===== config.mk =====
export PLATFORM = sky130hd
export DESIGN_NAME = fetch_stage
export DESIGN_NICKNAME = d
export VERILOG_FILES = /design/src/rtl/fetch_stage.sv
export SDC_FILE = /design/constraint.sdc
export NUM_CORES = 1
export LEC_CHECK = 0
export ABC_AREA = 1
export ABC_CLOCK_PERIOD_IN_PS = 5700
export CAP_MARGIN = 10
export CORE_ASPECT_RATIO = 1.25
export CORE_UTILIZATION = 50
export CTS_CLUSTER_DIAMETER = 150
export DETAILED_ROUTE_END_ITERATION = 10
export GPL_ROUTABILITY_DRIVEN = 1
export PLACE_DENSITY_LB_ADDON = 0.05
export SLEW_MARGIN = 40
export SYNTH_ARGS = -nofsm -noshare
export SYNTH_HDL_FRONTEND = slang
export SYNTH_SLANG_ARGS = --single-unit

===== constraint.sdc =====
create_clock -name clk -period 5.7 [get_ports clk]
set_input_delay 0.57 -clock clk [delete_from_list [all_inputs] [get_ports clk]]
set_output_delay 0.57 -clock clk [all_outputs]
set_load 0.01 [all_outputs]

===== src/rtl/fetch_stage.sv =====
// Instruction fetch stage: owns the PC, issues single-outstanding memory requests
// and drives the IF/ID register with stall handling, branch redirects and bubbles.
module fetch_stage #(
    parameter int                 ADDR_W   = 32,
    parameter int                 INSTR_W  = 32,
    parameter logic [ADDR_W-1:0]  RESET_PC = '0,
    parameter logic [INSTR_W-1:0] BUBBLE   = 32'h4A00_0000
) (
    input  logic               clk,
    input  logic               rst,
    output logic               imem_req_valid,
    output logic [ADDR_W-1:0]  imem_req_addr,
    input  logic               imem_req_ready,
    input  logic               imem_resp_valid,
    input  logic [INSTR_W-1:0] imem_resp_data,
    input  logic               stall,
    input  logic               branch_taken,
    input  logic [ADDR_W-1:0]  branch_target,
    output logic [INSTR_W-1:0] id_instr,
    output logic [ADDR_W-1:0]  id_pc,
    output logic               id_valid,
    output logic [1:0]         instruction_type,
    output logic [4:0]         opcode
);

    typedef enum logic [1:0] {ST_REQ, ST_WAIT, ST_HOLD} state_t;

    state_t             state, state_n;
    logic [ADDR_W-1:0]  pc, pc_n;
    logic               discard, discard_n;
    logic [INSTR_W-1:0] buf_instr;
    logic [ADDR_W-1:0]  buf_pc;
    logic               buf_ld;
    logic [INSTR_W-1:0] id_instr_n;
    logic [ADDR_W-1:0]  id_pc_n;
    logic               id_valid_n;

    assign imem_req_valid   = !rst && (state == ST_REQ) && !branch_taken;
    assign imem_req_addr    = pc;
    assign instruction_type = id_instr[31:30];
    assign opcode           = id_instr[29:25];

    always_comb begin
        state_n    = state;
        pc_n       = pc;
        discard_n  = discard;
        buf_ld     = 1'b0;
        id_instr_n = id_instr;
        id_pc_n    = id_pc;
        id_valid_n = id_valid;

        if (branch_taken) begin
            pc_n       = branch_target;
            id_instr_n = BUBBLE;
            id_pc_n    = '0;
            id_valid_n = 1'b0;
            state_n    = ST_REQ;
            discard_n  = 1'b0;
            // The in-flight word still has to come back; wait for it and drop it.
            if (state == ST_WAIT && !imem_resp_valid) begin
                state_n   = ST_WAIT;
                discard_n = 1'b1;
            end
        end else begin
            case (state)
                ST_REQ: begin
                    if (imem_req_valid && imem_req_ready)
                        state_n = ST_WAIT;
                end
                ST_WAIT: begin
                    if (imem_resp_valid) begin
                        state_n = ST_REQ;
                        if (discard) begin
                            discard_n = 1'b0;
                        end else if (!stall) begin
                            id_instr_n = imem_resp_data;
                            id_pc_n    = pc;
                            id_valid_n = 1'b1;
                            pc_n       = pc + ADDR_W'(4);
                        end else begin
                            buf_ld  = 1'b1;
                            pc_n    = pc + ADDR_W'(4);
                            state_n = ST_HOLD;
                        end
                    end
                end
                ST_HOLD: begin
                    if (!stall) begin
                        id_instr_n = buf_instr;
                        id_pc_n    = buf_pc;
                        id_valid_n = 1'b1;
                        state_n    = ST_REQ;
                    end
                end
                default: state_n = ST_REQ;
            endcase
        end
    end

    always_ff @(posedge clk) begin
        if (rst) begin
            state    <= ST_REQ;
            pc       <= RESET_PC;
            discard  <= 1'b0;
            id_instr <= BUBBLE;
            id_pc    <= '0;
            id_valid <= 1'b0;
        end else begin
            state    <= state_n;
            pc       <= pc_n;
            discard  <= discard_n;
            id_instr <= id_instr_n;
            id_pc    <= id_pc_n;
            id_valid <= id_valid_n;
        end
    end

    // Skid buffer contents are only meaningful in HOLD, so they need no reset.
    always_ff @(posedge clk) begin
        if (buf_ld) begin
            buf_instr <= imem_resp_data;
            buf_pc    <= pc;
        end
    end

endmodule


==> results.yml, run 1 <==
run_status:
  status: "completed"
routing:
  via_per_inst: 5.28
  wl_per_cell_um: 15.5
  drtIter0Drc: 340
  final_antenna_net_count: 0
  drc: 0
  vias: 6382
  drtPass1Iterations: 5
  finalWirelength_mm: 18.7
floorplanning:
  start_util_pct: 51.4
  design.core.area_um2: 13900
  num_rows: 48
  die_h_um: 136
  die_x_um: 109
  dieArea_um2: 14800
  ios: 175
sta:
  finalCritPeriodShare_pct: 57.4
  max_slew_margin_pct: 52.2
  clock_skew_ns: 0.00516
  grt_setup_unrepaired: "false"
  setup_ws_ns: 2.43
  finalMaxSlewViolations: 0
  final.setup.tns_ns: 0
  hold_viol: 0
  fin_hold_ws_ns: 0.471
  worst_slew_pin_slew_ns: 0.716
  fmax_ghz: 0.306
  fin_crit_ns: 3.27
  setup_viol: 0
layout:
  n_antenna_cell: 0
  area_growth_pct: 34.1
  final_cell_mix: "200 x nand2_1, 174 x clkdlybuf4s50_1, 138 x nor2_1"
  stdcell_count: 1209
  final_nets: 1096
  drive_gt1_share_pct: 5.61
  mostFrequentLayoutCell: "nand2_1"
  regArea_um2: 3920
  multi_input_area_um2: 2770
  n_fill_cell: 1158
clock_tree:
  clk_latency_ns: 0.42
  cts_tree: "built"
  cts_buffer_depth: 2
  ctsHoldBuffers: 0
  h-tree-depth: 4
  cts_setup_buffers: 0
  cts-root-buf: "clkbuf_16"
  cts_resized: 0
  numCtsBuffers: 17
  cts_num_sinks: 164
  path_clk_slew_ns: 0.06
place:
  dp_cells: 1177
  dp_worst_setup_slack_ns: 2.45
  dp_hpwl_mm: 12.8
  io_buffers: 174
  gp_congestion: 0.871
power_and_ir_drop:
  p_total_uw: 2760
  leakage_uw: 0.00339
  peakVddDrop_uv: 217
  power_density_nw_per_um2: 289
yosys:
  netlist_area_um2: 7140
  ys_seq_area_share_pct: 55.0
  syn_area_per_cell_um2: 8.18
  ys_warn_count: 0
  yosysUniqueCellTypes: 34
  ys_ff_latch: 164
  syn_inst: 873
  syn_nets: 948
setup_path:
  arrival_ns: 3.55
  crit_slowest_cell: "buf_4"
  cpPeakStageDelay_ns: 0.65
  cp_max_fo: 66
  crit_chain: "inv_1 > ha_4 > buf_12 > o211ai_4 > buf_4 > inv_2 > o21ai_0 > a21oi_1"
  endpoint_kind: "flip-flop"
  reg2reg_depth: 8
  startpoint_type: "flip-flop"
  cp.required_ns: 5.98
  crit_type: "flip-flop to flip-flop"
global_route:
  grt_usage_pct: 25.4
  grt.busiest_layer: "met2"
  grtUsageMet1_pct: 32.2
  gr-usage-met2_pct: 42.2
  grt_pass1_wl_mm: 28.6
  grt_pass1_vias: 5758
  grt_util_met3_pct: 4.95
  grt_max_degree: 67
  antenna_found_initial: 0
  grt-ovfl-total: 0
run:
  maxCapViolations: 0
worst_hold_path:
  hold_depth: 0
  hp-class: "flip-flop to flip-flop"
[through the flow]
step           cell area [um2]  utilization [%]
2_1_floorplan             7140                -
3_3_place_gp              8900             64.1
3_5_place_dp              8960             64.6
4_1_cts                   9570             69.0
5_1_grt                   9570             69.0
6_report                  9570             69.0
[per-layer routing]
metal | vias to the layer above | wire length [um]
met5 | - | 0
met4 | 0 | 302
met3 | 25 | 1050
met2 | 231 | 9270
met1 | 2953 | 8100
li1 | 3173 | -
[synth_stat cells (all sizes together)]
library cell | n | share of area, %
clkbuf | 23 | 1.2
ha | 5 | 0.88
o21ai | 79 | 5.5
o31ai | 2 | 0.21
nor3 | 4 | 0.28
edfxtp | 64 | 27
xor2 | 4 | 0.49
or2 | 1 | 0.088
nor2 | 145 | 8.1
a21oi | 96 | 6.8
o221ai | 1 | 0.12
dfxtp | 100 | 28
a31oi | 10 | 0.88
nand2 | 203 | 11
mux2i | 5 | 0.70
nand4 | 2 | 0.18
buf | 29 | 2.4
inv | 57 | 3.0
a22oi | 3 | 0.32
nand3 | 35 | 2.5
o211ai | 3 | 0.39
a211oi | 2 | 0.21
[kinds of logic after synthesis]
kind of cell / synth area share [%]
buf+inv: 6.66
xor+xnor: 0.491
compound gates: 14.4
flops: 55.0
mux: 0.701
simple gates: 21.8
fa+ha+maj: 0.877
[critical path, delay by kind of cell, from the launching register on]
family	cells	cell delay (ns)
AO/OA/AOI/OAI	3	0.91
flip-flops	1	0.36
adder cells (fa/ha/maj)	1	0.35
buffers and inverters	4	1.48
[power breakdown]
| part | internal [uW] | total, uW | switching (uW) |
|---|---|---|---|
| combinational | 138 | 295 | 157 |
| clock | 722 | 1180 | 455 |
| sequential | 1250 | 1290 | 37.1 |
| total | 2110 | 2760 | 649 |
[area by class of cell]
class | instances | share of cell area (%)
multi-input combinational | 600 | 29.0
timing repair buffer | 181 | 19.2
clock buffer | 23 | 4.99
sequential | 164 | 41.0
tap | 175 | 2.29
inverter | 57 | 2.24
clock inverter | 9 | 1.32
[path summary, 6_finish.rpt]
check / end / slack [ns] / startpoint
max: id_pc[2]$_SDFFE_PP0P_ / 2.43 / state[0]$_SDFFE_PP0P_
min: buf_pc[1]$_DFFE_PP_ / 0.47 / imem_req_addr[1]$_SDFFE_PP0P_
max reg2reg: id_pc[2]$_SDFFE_PP0P_ / 2.43 / state[0]$_SDFFE_PP0P_
min reg2reg: buf_pc[1]$_DFFE_PP_ / 0.47 / imem_req_addr[1]$_SDFFE_PP0P_
[registers in the layout (all words and copies together), names as in the netlist]
register	flops
discard	1
id_instr	32
id_valid	1
state	2
imem_req_addr	32
id_pc	32
buf_pc	32
buf_instr	32
No activity file was read; power rests on OpenSTA's default activity.
==> inputs of run 2 (changes only) <==
--- a/config.mk
+++ b/config.mk
@@ -6,7 +6,7 @@
 export NUM_CORES = 1
 export LEC_CHECK = 0
 export ABC_AREA = 1
-export ABC_CLOCK_PERIOD_IN_PS = 5700
+export ABC_CLOCK_PERIOD_IN_PS = 3100
 export CAP_MARGIN = 10
 export CORE_ASPECT_RATIO = 1.25
 export CORE_UTILIZATION = 50
==> constraint.sdc (replaced) <==
create_clock -name clk -period 3.1 [get_ports clk]
set_input_delay 0.31 -clock clk [delete_from_list [all_inputs] [get_ports clk]]
set_output_delay 0.31 -clock clk [all_outputs]
set_load 0.01 [all_outputs]
==> run 2 against run 1 <==
Register-to-register slack got worse by 1.6 ns. Setup slack got worse by 1.6 ns. Critical path depth shrank 1. Clock-buffer cell count did not move. Hold slack got worse by 0.013 ns. Cell count grew 0.33%. Via count rose by 0.27%. Sequential power grew 84%. Clock skew about the same. Total power grew 81%. Utilization shrank 0.12 points. Combinational power grew 84%. Critical path type unchanged. Highest routed layer unchanged.
==> results.yml, run 2 (synthesis results as in run 1) <==
clock_tree:
  cts_buffer_depth: 2
  path_clk_slew_ns: 0.06
  h-tree-depth: 4
  cts-root-buf: "clkbuf_16"
  cts_resized: 0
  ctsHoldBuffers: 0
  cts_num_sinks: 164
  cts_setup_buffers: 0
  cts_tree: "built"
  numCtsBuffers: 17
  clk_latency_ns: 0.42
sta:
  hold_viol: 0
  worst_slew_pin_slew_ns: 0.635
  finalCritPeriodShare_pct: 73.4
  finalMaxSlewViolations: 0
  fin_crit_ns: 2.28
  max_slew_margin_pct: 57.6
  grt_setup_unrepaired: "false"
  fmax_ghz: 0.439
  setup_viol: 0
  final.setup.tns_ns: 0
  clock_skew_ns: 0.00559
layout:
  multi_input_area_um2: 2770
  stdcell_count: 1213
  regArea_um2: 3920
  final_cell_mix: "200 x nand2_1, 174 x clkdlybuf4s50_1, 138 x nor2_1"
  final_nets: 1100
  drive_gt1_share_pct: 5.78
  n_fill_cell: 1166
  n_antenna_cell: 0
  mostFrequentLayoutCell: "nand2_1"
  area_growth_pct: 33.9
setup_path:
  cp_max_fo: 38
  rrSetupSlack_ns: 0.82
  endpoint_kind: "flip-flop"
  cp.required_ns: 3.16
  startpoint_type: "flip-flop"
  crit_type: "flip-flop to flip-flop"
  arrival_ns: 2.34
power_and_ir_drop:
  power_frac_comb_pct: 10.9
  peakVddDrop_uv: 398
  power_density_nw_per_um2: 523
  p_sw_share_pct: 23.4
  switchingPower_uw: 1170
  intPower_uw: 3830
  leakage_uw: 0.00339
  pwr-share-clk_pct: 41.6
  power_frac_seq_pct: 47.5
routing:
  final_antenna_net_count: 0
  drtPass1Iterations: 6
  via_per_inst: 5.28
  vias: 6399
  drtIter0Drc: 431
  drc: 0
  finalWirelength_mm: 18.4
  wl_per_cell_um: 15.2
floorplanning:
  num_rows: 48
  ios: 175
  start_util_pct: 51.4
  die_h_um: 136
  design.core.area_um2: 13900
  dieArea_um2: 14800
  die_x_um: 109
global_route:
  grt_pass1_wl_mm: 28.8
  grt_usage_pct: 25.7
  grt_max_degree: 78
  antenna_found_initial: 0
  grt_pass1_vias: 5800
  grt-ovfl-total: 0
run:
  maxCapViolations: 0
run_status:
  status: "completed"
place:
  io_buffers: 174
  gp_congestion: 0.948
  dp_cells: 1181
  dp_hpwl_mm: 12.7
worst_hold_path:
  hp-class: "flip-flop to flip-flop"
run 2: worst paths after layout:
| check | from | end | cells past startpoint |
|---|---|---|---|
| worst max-delay path | state[1]$_SDFFE_PP0P_ | buf_instr[21]$_DFFE_PP_ | 7 |
| worst min-delay path | imem_req_addr[1]$_SDFFE_PP0P_ | buf_pc[1]$_DFFE_PP_ | 0 |
| worst max register to register | state[1]$_SDFFE_PP0P_ | buf_instr[21]$_DFFE_PP_ | 7 |
| worst min register to register | imem_req_addr[1]$_SDFFE_PP0P_ | buf_pc[1]$_DFFE_PP_ | 0 |
run 2: cell type report:
class / count / share of cell area [%]
flip-flops and latches: 164 / 41.1
well taps: 175 / 2.29
clock inverters: 9 / 1.07
inverters: 57 / 2.24
multi-input cells: 600 / 29.0
clock buffers: 23 / 5.11
repair buffers: 185 / 19.2
run 2: layer usage:
| layer | part of all wire, % | global-route usage, % | vias up | routed length (um) |
|---|---|---|---|---|
| met5 | 0 | 0 | - | 0 |
| met4 | 2.6 | 11.2 | 0 | 473 |
| met3 | 6.0 | 4.57 | 29 | 1100 |
| met2 | 49 | 42.8 | 217 | 8990 |
| met1 | 43 | 32.4 | 2968 | 7860 |
| li1 | - | - | 3185 | - |
run 2: metrics by stage:
stage	cell area, um2	setup slack (ns)	utilization, %	power [uW]	hold WS (ns)
detailed placement	8960	0.822	64.6	2960	0.447
global route	9550	0.672	68.9	5170	0.463
global placement	8960	0.850	64.6	2960	0.444
finish	9550	0.823	68.9	5000	0.458
floorplan	7140	0.649	-	2680	0.409
CTS	9550	0.832	68.9	5030	0.454
run 2: power by group through the flow:
stage / combinational [uW] / sequential [uW] / clock (uW)
2_1_floorplan: 258 / 2420 / 0
3_3_place_gp: 538 / 2420 / 0
3_5_place_dp: 543 / 2420 / 0
4_1_cts: 547 / 2370 / 2110
5_1_grt: 600 / 2380 / 2190
6_report: 544 / 2370 / 2080
run 2: worst max-delay path, stage by stage (launching register included):
cell	delay, ns
dfxtp_1	0.34
inv_1	0.10
ha_1	0.34
nand2_2	0.15
nor2_8	0.19
nand2_2	0.17
nor2_4	0.12
buf_4	0.48
==> inputs of run 3 (changes only) <==
--- a/config.mk
+++ b/config.mk
@@ -6,10 +6,10 @@
 export NUM_CORES = 1
 export LEC_CHECK = 0
 export ABC_AREA = 1
-export ABC_CLOCK_PERIOD_IN_PS = 3100
+export ABC_CLOCK_PERIOD_IN_PS = 1850
 export CAP_MARGIN = 10
 export CORE_ASPECT_RATIO = 1.25
-export CORE_UTILIZATION = 50
+export CORE_UTILIZATION = 45
 export CTS_CLUSTER_DIAMETER = 150
 export DETAILED_ROUTE_END_ITERATION = 10
 export GPL_ROUTABILITY_DRIVEN = 1
==> constraint.sdc (replaced) <==
create_clock -name clk -period 1.85 [get_ports clk]
set_input_delay 0.185 -clock clk [delete_from_list [all_inputs] [get_ports clk]]
set_output_delay 0.185 -clock clk [all_outputs]
set_load 0.01 [all_outputs]
==> run 3 against run 2 <==
Global-route usage decreased by 0.69 points. Via count rose by 1.9%. Sequential cell count unchanged. Non-clock buffer count is 39 higher. Critical path type unchanged. Critical endpoint is now id_pc[13]$_SDFFE_PP0P_. Die area rose by 11%.
==> results.yml, run 3 (synthesis results as in run 1) <==
floorplanning:
  die_h_um: 143
  num_rows: 51
  ios: 175
  design.core.area_um2: 15600
  die_x_um: 115
  start_util_pct: 45.8
  dieArea_um2: 16400
global_route:
  grt_max_degree: 56
  grt_pass1_wl_mm: 31.1
  grt_util_met3_pct: 4.88
  grt-ovfl-total: 0
  grtUsageMet1_pct: 32.3
  grt_pass1_vias: 6002
  grt_usage_pct: 25.0
  grt.busiest_layer: "met2"
  gr-usage-met2_pct: 41.9
  antenna_found_initial: 0
sta:
  setup_viol: 0
  fmax_ghz: 0.571
  fin_crit_ns: 1.75
  hold_viol: 0
  worst_slew_pin_slew_ns: 0.479
  finalCritPeriodShare_pct: 94.6
  clock_skew_ns: 0.0121
  max_slew_margin_pct: 67.9
  finalMaxSlewViolations: 0
power_and_ir_drop:
  pwr-share-clk_pct: 42.7
  power_frac_seq_pct: 45.1
  leakage_uw: 0.00366
  switchingPower_uw: 2140
  power_density_nw_per_um2: 869
  p_sw_share_pct: 24.3
  power_frac_comb_pct: 12.1
  intPower_uw: 6650
  peakVddDrop_uv: 648
layout:
  multi_input_area_um2: 2820
  stdcell_area_um2: 10100
  final_cell_mix: "200 x nand2_1, 173 x clkdlybuf4s50_1, 137 x nor2_1"
  final_nets: 1139
  regArea_um2: 3930
  mostFrequentLayoutCell: "nand2_1"
  area_growth_pct: 41.6
  n_antenna_cell: 0
  stdcell_count: 1289
  drive_gt1_share_pct: 9.94
  n_fill_cell: 1388
clock_tree:
  cts_buffer_depth: 2
  clk_latency_ns: 0.44
  cts-root-buf: "clkbuf_16"
  cts_tree: "built"
  cts_num_sinks: 164
  ctsHoldBuffers: 0
  path_clk_slew_ns: 0.06
  numCtsBuffers: 17
  h-tree-depth: 4
place:
  dp_hpwl_mm: 14.1
  gp_congestion: 0.897
  placed_cell_area_um2: 9360
  dp_cells: 1252
  io_buffers: 174
setup_path:
  endpoint_kind: "flip-flop"
  arrival_ns: 2.06
  startpoint_type: "flip-flop"
  rrSetupSlack_ns: 0.10
  cp.required_ns: 2.16
  cp_max_fo: 23
  crit_type: "flip-flop to flip-flop"
routing:
  drtIter0Drc: 539
  drc: 0
  vias: 6518
  drtPass1Iterations: 4
  wl_per_cell_um: 15.5
  finalWirelength_mm: 20.0
  via_per_inst: 5.06
  final_antenna_net_count: 0
worst_hold_path:
  hp-class: "primary input to flip-flop"
run_status:
  status: "completed"
run:
  maxCapViolations: 0
-- run 3: final cells by class --
cell class              count  share of cell area (%)
repair buffers            224                    22.3
flip-flops and latches    164                    38.8
clock inverters            15                    1.99
clock buffers              17                    4.21
well taps                 212                    2.62
inverters                  57                    2.17
multi-input cells         600                    27.9
-- run 3: repair_timing --
action                                  4_1_cts  5_1_grt
cloned                                        0        2
endpoints found under the setup margin        1       20
resized for setup                             6        9
endpoints found under the hold margin         0        0
setup buffers                                 0        3
pin swaps                                     0        2
-- run 3: worst paths after layout --
kind | start | end | cells past startpoint
max reg2reg | state[1]$_SDFFE_PP0P_ | id_pc[13]$_SDFFE_PP0P_ | 10
max | state[1]$_SDFFE_PP0P_ | id_pc[13]$_SDFFE_PP0P_ | 10
min | branch_target[17] | imem_req_addr[17]$_SDFFE_PP0P_ | 3
min reg2reg | imem_req_addr[0]$_SDFFE_PP0P_ | buf_pc[0]$_DFFE_PP_ | 0
-- run 3: power groups by stage --
stage               logic, uW  registers (uW)  clock network, uW
global route             1170            3980               3970
CTS                      1020            3960               3790
global placement         1000            4040                  0
finish                   1060            3970               3760
floorplan                 440            4060                  0
detailed placement       1010            4040                  0
-- run 3: through the flow --
stage | setup TNS [ns] | setup slack [ns] | hold slack (ns) | total power [uW] | utilization [%]
2_1_floorplan | -27.81 | -0.434 | 0.284 | 4500 | -
5_1_grt | -0.0181 | -0.00998 | 0.328 | 9120 | 64.9
6_report | 0 | 0.100 | 0.324 | 8790 | 64.9
4_1_cts | 0 | 0.0224 | 0.314 | 8780 | 64.3
3_3_place_gp | 0 | 0.0248 | 0.450 | 5050 | 60.1
3_5_place_dp | 0 | 0.00627 | 0.459 | 5050 | 60.1
-- run 3: worst max-delay path: stages, from the launching register on --
cell,delay [ns]
dfxtp_2,0.35
inv_4,0.09
ha_4,0.21
inv_2,0.07
nor2_4,0.12
a21oi_4,0.05
o211ai_4,0.22
inv_4,0.11
buf_12,0.18
o21ai_0,0.16
a21oi_1,0.06
-- run 3: per-layer routing --
metal,vias up,share of wire (%)
li1,3263,-
met1,3018,43
met2,214,51
met3,23,5.2
met4,0,1.3
met5,-,0
